===== config.mk =====
export PLATFORM = sky130hd
export DESIGN_NAME = pulse_integrator_flat
export DESIGN_NICKNAME = d
export VERILOG_FILES = /design/src/rtl/pulse_integrator_pkg.sv /design/src/rtl/pulse_integrator_if.sv /design/src/rtl/pulse_channel_counter.sv /design/src/rtl/pulse_integrator.sv /design/src/flat_wrapper.sv
export SDC_FILE = /design/constraint.sdc
export NUM_CORES = 1
export LEC_CHECK = 0
export BUFFER_PORTS_ARGS = -buffer_cell sky130_fd_sc_hd__buf_2
export CAP_MARGIN = 40
export CORE_AREA = 2 2 183 185
export CTS_CLUSTER_SIZE = 30
export DETAILED_ROUTE_END_ITERATION = 12
export DIE_AREA = 0 0 185 187
export GPL_TIMING_DRIVEN = 0
export PLACE_DENSITY = 0.78
export SYNTH_ARGS = -nofsm -noshare
export SYNTH_HDL_FRONTEND = slang
export SYNTH_SLANG_ARGS = --single-unit

===== constraint.sdc =====
create_clock -name clk -period 3.76 [get_ports clk]
set_clock_uncertainty 0.1 [all_clocks]
set_input_delay 0.94 -clock clk [delete_from_list [all_inputs] [get_ports clk]]
set_output_delay 0.94 -clock clk [all_outputs]
set_load 0.05 [all_outputs]

===== src/rtl/pulse_integrator_pkg.sv =====
// Shared types and helpers for the pulse integrator: FSM encoding,
// channel-index width and counter saturation value.
package pulse_integrator_pkg;

  typedef enum logic {
    IDLE = 1'b0,
    SEND = 1'b1
  } state_e;

  function automatic int chan_w(input int n);
    return (n > 1) ? $clog2(n) : 1;
  endfunction

  // All-ones value for a counter of the given width (CNT_MAX source).
  function automatic logic [63:0] sat_value(input int width);
    return (width >= 64) ? {64{1'b1}} : ((64'd1 << width) - 64'd1);
  endfunction

endpackage


===== src/rtl/pulse_integrator_if.sv =====
// Readout port of the pulse integrator: one channel word per valid/ready beat.
interface pulse_integrator_if
  import pulse_integrator_pkg::*;
#(
  parameter int DATA_W = 16,
  parameter int CHAN_W = chan_w(12)
);
  logic [DATA_W-1:0] out_data;
  logic [CHAN_W-1:0] out_channel;
  logic              out_overflow;
  logic              out_valid;
  logic              out_ready;

  modport master (
    output out_data, out_channel, out_overflow, out_valid,
    input  out_ready
  );

  modport slave (
    input  out_data, out_channel, out_overflow, out_valid,
    output out_ready
  );
endinterface


===== src/rtl/pulse_channel_counter.sv =====
// One channel: rising-edge detect, saturating window counter and sticky
// overflow. win_* expose the count including this cycle's edge for snapshots.
module pulse_channel_counter
  import pulse_integrator_pkg::*;
#(
  parameter int RESOLUTION = 16
) (
  input  logic                  clk,
  input  logic                  rst_n,
  input  logic                  pulse_in,
  input  logic                  enable,
  input  logic                  clear,
  input  logic                  keep_edge,
  output logic                  overflow,
  output logic [RESOLUTION-1:0] win_count,
  output logic                  win_overflow
);
  localparam logic [RESOLUTION-1:0] CNT_MAX = RESOLUTION'(sat_value(RESOLUTION));

  logic                  prev_q, prev_d;
  logic [RESOLUTION-1:0] cnt_q, cnt_d;
  logic                  ovf_q, ovf_d;
  logic                  edge_hit;

  always_comb begin
    prev_d       = pulse_in;
    edge_hit     = enable & pulse_in & ~prev_q;
    win_count    = cnt_q;
    win_overflow = ovf_q;
    if (edge_hit && (cnt_q != CNT_MAX)) begin
      win_count = cnt_q + RESOLUTION'(1);
    end
    if (win_count == CNT_MAX) begin
      win_overflow = 1'b1;
    end
    cnt_d = win_count;
    ovf_d = win_overflow;
    // When the closing snapshot is not taken, this cycle's edge opens the new window.
    if (clear) begin
      cnt_d = (keep_edge && edge_hit) ? RESOLUTION'(1) : '0;
      ovf_d = (cnt_d == CNT_MAX);
    end
  end

  always_ff @(posedge clk) begin
    if (!rst_n) begin
      prev_q <= 1'b0;
      cnt_q  <= '0;
      ovf_q  <= 1'b0;
    end else begin
      prev_q <= prev_d;
      cnt_q  <= cnt_d;
      ovf_q  <= ovf_d;
    end
  end

  assign overflow = ovf_q;

endmodule


===== src/rtl/pulse_integrator.sv =====
// Per-channel pulse counting with strobe-triggered snapshot and serial
// valid/ready readout of the snapshot bank.
module pulse_integrator
  import pulse_integrator_pkg::*;
#(
  parameter int NUM_INPUTS = 12,
  parameter int RESOLUTION = 16,
  parameter int DROP_W     = 8
) (
  input  logic                  clk,
  input  logic                  rst_n,
  input  logic [NUM_INPUTS-1:0] pulse_in,
  input  logic                  enable,
  input  logic                  integration_pulse,
  pulse_integrator_if.master    out_if,
  output logic [NUM_INPUTS-1:0] overflow,
  output logic                  busy,
  output logic [DROP_W-1:0]     dropped_frames
);
  localparam int CHAN_W = chan_w(NUM_INPUTS);
  localparam logic [CHAN_W-1:0] LAST_IDX = CHAN_W'(NUM_INPUTS - 1);

  logic [RESOLUTION-1:0] win_cnt [NUM_INPUTS];
  logic [NUM_INPUTS-1:0] win_ovf;
  logic                  keep_edge;

  state_e                state_q, state_d;
  logic [CHAN_W-1:0]     idx_q, idx_d;
  logic [DROP_W-1:0]     dropped_q, dropped_d;
  logic [RESOLUTION-1:0] snap_q [NUM_INPUTS];
  logic [RESOLUTION-1:0] snap_d [NUM_INPUTS];
  logic [NUM_INPUTS-1:0] snap_ovf_q, snap_ovf_d;

  assign keep_edge = (state_q == SEND);

  generate
    for (genvar gi = 0; gi < NUM_INPUTS; gi++) begin : g_chan
      pulse_channel_counter #(
        .RESOLUTION (RESOLUTION)
      ) u_cnt (
        .clk          (clk),
        .rst_n        (rst_n),
        .pulse_in     (pulse_in[gi]),
        .enable       (enable),
        .clear        (integration_pulse),
        .keep_edge    (keep_edge),
        .overflow     (overflow[gi]),
        .win_count    (win_cnt[gi]),
        .win_overflow (win_ovf[gi])
      );
    end
  endgenerate

  always_comb begin
    state_d    = state_q;
    idx_d      = idx_q;
    dropped_d  = dropped_q;
    snap_d     = snap_q;
    snap_ovf_d = snap_ovf_q;
    case (state_q)
      IDLE: begin
        if (integration_pulse) begin
          state_d    = SEND;
          idx_d      = '0;
          snap_d     = win_cnt;
          snap_ovf_d = win_ovf;
        end
      end
      SEND: begin
        if (out_if.out_ready) begin
          if (idx_q == LAST_IDX) begin
            state_d = IDLE;
            idx_d   = '0;
          end else begin
            idx_d = idx_q + CHAN_W'(1);
          end
        end
        // A strobe during readout loses its frame; the old snapshot keeps streaming.
        if (integration_pulse && (dropped_q != {DROP_W{1'b1}})) begin
          dropped_d = dropped_q + DROP_W'(1);
        end
      end
      default: state_d = IDLE;
    endcase
  end

  always_ff @(posedge clk) begin
    if (!rst_n) begin
      state_q    <= IDLE;
      idx_q      <= '0;
      dropped_q  <= '0;
      snap_ovf_q <= '0;
      for (int i = 0; i < NUM_INPUTS; i++) begin
        snap_q[i] <= '0;
      end
    end else begin
      state_q    <= state_d;
      idx_q      <= idx_d;
      dropped_q  <= dropped_d;
      snap_ovf_q <= snap_ovf_d;
      snap_q     <= snap_d;
    end
  end

  assign out_if.out_valid    = (state_q == SEND);
  assign out_if.out_data     = (state_q == SEND) ? snap_q[idx_q] : '0;
  assign out_if.out_channel  = (state_q == SEND) ? idx_q : '0;
  assign out_if.out_overflow = (state_q == SEND) ? snap_ovf_q[idx_q] : 1'b0;
  assign busy                = (state_q == SEND);
  assign dropped_frames      = dropped_q;

endmodule


===== src/flat_wrapper.sv =====
// flat-port wrapper written by rule: the top's interface ports become plain ports
module pulse_integrator_flat import pulse_integrator_pkg::*;
#(
  parameter int NUM_INPUTS = 12,
  parameter int RESOLUTION = 16,
  parameter int DROP_W     = 8
)
  (clk, rst_n, pulse_in, enable, integration_pulse, overflow, busy, dropped_frames, out_if_out_data, out_if_out_channel, out_if_out_overflow, out_if_out_valid, out_if_out_ready);
  pulse_integrator_if #(.DATA_W((16)), .CHAN_W((chan_w((12))))) out_if_i ();
  input  logic clk;
  input  logic rst_n;
  input  logic [NUM_INPUTS-1:0] pulse_in;
  input  logic enable;
  input  logic integration_pulse;
  output logic [NUM_INPUTS-1:0] overflow;
  output logic busy;
  output logic [DROP_W-1:0] dropped_frames;
  output wire logic [$bits(out_if_i.out_data)-1:0] out_if_out_data;
  output wire logic [$bits(out_if_i.out_channel)-1:0] out_if_out_channel;
  output wire logic [$bits(out_if_i.out_overflow)-1:0] out_if_out_overflow;
  output wire logic [$bits(out_if_i.out_valid)-1:0] out_if_out_valid;
  input wire logic [$bits(out_if_i.out_ready)-1:0] out_if_out_ready;
  assign out_if_out_data = out_if_i.out_data;
  assign out_if_out_channel = out_if_i.out_channel;
  assign out_if_out_overflow = out_if_i.out_overflow;
  assign out_if_out_valid = out_if_i.out_valid;
  assign out_if_i.out_ready = out_if_out_ready;
  pulse_integrator #(.NUM_INPUTS(NUM_INPUTS), .RESOLUTION(RESOLUTION), .DROP_W(DROP_W)) u_core (.clk(clk), .rst_n(rst_n), .pulse_in(pulse_in), .enable(enable), .integration_pulse(integration_pulse), .out_if(out_if_i), .overflow(overflow), .busy(busy), .dropped_frames(dropped_frames));
endmodule

After elaboration in Yosys (flattened, before gate mapping)
Cells that the tools add are included.
- add/sub/neg operators: 14
- $mul: 0
- divide/modulo/power cells: 0
- magnitude comparators: 2
- eq/ne operators: 40
- shift operators: 0
- mux-type cells: 76
- bitwise logic cells: 38
- reductions and logical operators: 28
- operators with widths (kind ; number):
    $mux 16 ; 27
    $add 16x1->16 const B ; 12
    $eq 1x16->1 const B ; 12
    $eq 16x16->1 const B ; 12
    $ne 16x16->1 const B ; 12
    $bmux 16 s4 ; 1
    $mux 1 ; 41
    $logic_and 1x1->1 ; 25
    $and 1x1->1 ; 24
    $mux 4 ; 4
    $not 1->1 ; 13
    $add 8x1->8 const B ; 1
    $ne 8x8->1 const B ; 1
    $pmux 4 s2 ; 1
    $reduce_and 2->1 ; 3
    $ge 5x5->1 const B ; 1
    $lt 4x5->1 const B ; 1
    $not 4->5 ; 1
    $add 4x1->4 const B ; 1
    $bmux 1 s4 ; 1
    $eq 4x4->1 const B ; 1
    $ne 2x2->1 const B ; 2
    $pmux 1 s2 ; 1
- register bits after elaboration: 433
- bits in latches: 0
- RAM bits: 0
- ROM bits: 0
- output and inout bits: 43
- word-level logic and storage cells: 250
- memories: 0

Depth between registers and ports, before layout
- depth in word-level cells: 7
- depth in mapped cells: 9

Hierarchy
A second synthesis with hierarchy kept.
- cell total of the unflattened synthesis: 2600
- area, all modules: 21819.7 µm²
- by module, submodules not included (module ; instances ; cells each ; area an instance (µm²) ; seq. area each (µm²)):
    pulse_channel_counter ; 12 ; 123 ; 1036.0 ; 360.3
    pulse_integrator ; 1 ; 1124 ; 9387.8 ; 4344.2

Worst setup path after synthesis
Ideal clock, no wire load.
- path type: register to output
- from: register u_core.idx_q[0]
- to: output port out_if_out_data[5]
- arrival time: 2.373 ns
- slack: 0.347 ns
- stages on the path, launching flop included: 7
- buffers on the path: 2
- cells stage by stage: dfxtp_1 -> clkbuf_1 -> buf_1 -> mux4_2 -> mux2i_1 -> o22ai_1 -> and2_1
- longest elaborated chain between the ends: 5
- RTL lines (what ; line ; text):
    start, declared ; pulse_integrator.sv:28 ; logic [CHAN_W-1:0] idx_q, idx_d;
    start signal, assigned ; pulse_integrator.sv:98 ; idx_q <= idx_d;
    $not 4->5 (implied by the code) ; pulse_integrator.sv:106 ; assign out_if.out_data = (state_q == SEND) ? snap_q[idx_q] : '0;
    $bmux 16 s4 ; pulse_integrator.sv:106 ;
    $mux 16 (implied by the code) (2 in a row) ; pulse_integrator.sv:106 ;
    $mux 16 ; pulse_integrator.sv:106 ;
    end, declared ; flat_wrapper.sv:18 ; output wire logic [$bits(out_if_i.out_data)-1:0] out_if_out_data;
No other way between the ends. The select of a mux whose other input is x is not followed.

Worst setup path after layout
- from: register u_core.idx_q[0]
- to: output port out_if_out_data[11]
The elaborated chain is that of the path after synthesis.

==> reports/summary.txt <==
Max-slew headroom -> 0.358
number of H-tree levels -> 2
largest net degree at the start of global routing -> 16
maximum clock rate -> 270 MHz
initial cell density of the core -> 0.605
share of synthesized registers carrying an async set or reset -> 0
maximum VDD drop -> 401 uV
Clock power frac -> 0.457
critical path class -> flop to primary output
Worst Hold Class -> flop to flop
delay-heaviest family, CP -> multiplexers
Core Rows -> 67
Setup crit start kind -> flop
DIE WIDTH -> 185 um
Die ar. -> 0.0346 mm^2
min-delay src -> u_core.snap_q[82]
Post-synth top cells -> nor2_1 (487), dfxtp_1 (433), a211oi_1 (131)
FF-to-FF path depth -> 8
Crit Reg-Reg Startpoint -> u_core.g_chan[2].u_cnt.cnt_q[0]
Worst setup EP type -> primary output
# IOs -> 60
Worst path max stage delay -> 0.55 ns
CTS tree -> yes
core footprint -> 0.0329 mm^2
met3 routed WL -> 6.86 mm
Netlist Area Pre-Place -> 0.0199 mm^2
main flop type after synthesis -> dfxtp_1
largest area contributor in the netlist -> dfxtp_1
TritonCTS buffer count -> 45
vias in the first global route -> 16,700
Yosys reg bits -> 433
DRT Wirelength -> 62.4 mm
Least-Margin Pin Slew -> 0.963 ns
Tcrit/Tclk final -> 0.986
Detailed Routing Iterations Pass 1 -> 6
Final Cell Area -> 0.0225 mm^2
placed inst area -> 0.0208 mm^2
Critical Path Most Common Cell -> buf_6
Critical Path Stages -> 8
critical path peak fanout -> 6
Tmin final -> 3.71 ns
hold buffers post-CTS -> 0
Seq pwr share -> 0.474
most common cell in the synthesized netlist -> nor2_1
run status -> completed
share of the synthesized area in the top cell type -> 0.436
Via density -> 6.35
crit path DAT -> 2.67 ns
CP required -> 2.72 ns
Clock Latency Late Sink -> 0.58 ns
CTS root buffer -> clkbuf_16
Syn. warnings -> 0
total net switching power -> 2.49 mW
Int Pwr -> 7.64 mW
initial antenna violation count -> 5
Mapped Cells -> 2,274
routability congestion estimate -> 1.01
Final setup viols -> 0
PnR worst setup slack -> 0.0532 ns
DR WL/cell -> 21.7 um
max cap viols -> 0
Clock Sinks -> 433
die height -> 187 um
slowest CP cell -> mux4_2
number of routed nets with antenna violations -> 0
proportion of layout cells with a drive suffix above 1 -> 0.108
total grt overflow -> 0
Hold Violations, Final -> 0
Post-route DRC -> 0
area grow syn2layout -> 13.3%
Routed met1 length -> 24.8 mm
switching fraction of total power -> 0.246
RSZ-0062 raised after global routing -> false
Via Count -> 18,300
Post-Syn Nets -> 2,305
Routed met2 length -> 27.3 mm
Place WS -> -0.508 ns
Clock Path Buffers -> 3
hold path depth -> 2
Power Density -> 450 mW/mm^2
first-pass GRT wire length -> 95.2 mm
Layout Nets -> 2,421
register area share after synthesis -> 0.436
Setup crit start -> u_core.idx_q[0]
Max Slew Vio Count -> 0
top sig layer -> met5
CP cell instances -> buf_8 -> buf_6 -> buf_6 -> mux4_2 -> mux2i_1 -> o22ai_1 -> and2_1 -> buf_4
dpl hpwl -> 46.3 mm
CTS clock-pin slew for the worst setup and hold paths -> 0.07 ns
P_leak -> 7.45 nW
synthesized area per cell -> 8.74 um^2
Post-synth EDFFs -> 0
1st-iter DRT viols -> 1,916
Comb pwr share -> 0.069
leading post-synthesis cells by cell area -> dfxtp_1 (44%), nor2_1 (9.2%), mux4_2 (5.8%), a211oi_1 (4.9%), xnor2_1 (3.1%)
Port Buf Inserts -> 59
total track usage -> 0.358
Crit path buffers/inverters -> 4
post-synthesis cell type count -> 69
through the flow:
| step | setup TNS [ns] | std cells | power, mW | hold WS (ns) | util |
|---|---|---|---|---|---|
| global route | 0 | 2875 | 10.4 | 0.374 | 0.685 |
| floorplan | 0 | 2274 | 5.30 | 0.333 | - |
| CTS | 0 | 2874 | 10.1 | 0.355 | 0.683 |
| detailed placement | -10.28 | 2789 | 5.56 | 0.346 | 0.633 |
| global placement | -11.86 | 2781 | 5.53 | 0.342 | 0.631 |
| finish | 0 | 2875 | 10.1 | 0.361 | 0.685 |
power groups by stage:
| stage | combinational (mW) | clock (mW) | sequential (mW) |
|---|---|---|---|
| final | 0.696 | 4.63 | 4.81 |
| after global placement | 0.632 | 0 | 4.90 |
| after global routing | 0.742 | 4.85 | 4.81 |
| after floorplan | 0.439 | 0 | 4.86 |
| after detailed placement | 0.661 | 0 | 4.90 |
| after CTS | 0.673 | 4.65 | 4.80 |
flip-flops by register name (all words and copies together), names as in the netlist:
| signal | flops |
|---|---|
| u_core.snap_ovf_q | 12 |
| u_core.g_chan.u_cnt.overflow | 12 |
| u_core.snap_q | 192 |
| u_core.idx_q | 4 |
| u_core.busy | 1 |
| u_core.dropped_frames | 8 |
| u_core.g_chan.u_cnt.prev_q | 12 |
| u_core.g_chan.u_cnt.cnt_q | 192 |
worst reg2reg max path, stage by stage, from the launching register on:
cell	delay (ns)
dfxtp_1	0.45
ha_1	0.31
nand4_2	0.21
nor4_4	0.37
nor2_2	0.14
mux2_1	0.35
or4_1	0.39
or4_1	0.48
a31oi_1	0.18
worst paths after layout:
path	endpoint	slack [ns]
hold / removal	u_core.snap_q[82]	0.36
setup / recovery	out_if_out_data[11]	0.05
setup reg to reg	u_core.snap_ovf_q[2]	0.70
hold reg to reg	u_core.snap_q[82]	0.36
routing by layer:
metal | track usage | vias up
met5 | 0 | -
met4 | 0.174 | 2
met3 | 0.0785 | 220
met2 | 0.537 | 980
met1 | 0.489 | 8682
li1 | - | 8381
cell type report:
class                           count  area, um^2
Antenna cell                        1        2.50
Tap cell                          448         561
Inverter                           45         169
Clock buffer                       59        1280
Fill cell                        2634       10400
Sequential cell                   433        8670
Timing Repair Buffer               69         434
Multi-Input combinational cell   1654       10400
Clock inverter                     24         256
Buffer                            142         689
cell usage in the layout (no fill, tap or decap), drive strengths merged, types with 5 or more instances in the layout:
master,count
a21o,5
mux2i,52
a41oi,5
nand3,90
and3,17
nand2b,10
nor2b,6
nand3b,20
nor4b,5
clkinvlp,10
o22ai,32
xor2,60
nor3,46
inv,47
o211ai,7
a31oi,14
o21ai,68
nand2,105
or2,9
buf,101
nand4b,7
nor4bb,5
clkinv,8
a2111oi,11
clkbuf,169
nor2,489
a211oi,131
nand4,75
a21oi,98
or4,7
dfxtp,433
and2,48
or3,15
nor4,35
and4,6
mux4,51
xnor2,71
ha,14
timing repair:
action	in CTS	in global routing
endpoints found under the setup margin	19	20
gates resized for setup	36	24
pin swaps	0	0
setup buffers	2	0
cells by family (layout without fill, tap and decap cells):
kind of cell | Yosys count | in the layout | synth area share
AO/OA/AOI/OAI | 396 | 396 | 0.128
adder cells (fa/ha/maj) | 14 | 14 | 0.00882
buffers and inverters | 187 | 339 | 0.0395
multiplexers | 107 | 107 | 0.0863
other | 0 | 1 | 0
XOR/XNOR | 131 | 131 | 0.0577
AND/OR/NAND/NOR | 1006 | 1006 | 0.243
flip-flops | 433 | 433 | 0.436
(Power assumes the default switching activity.)
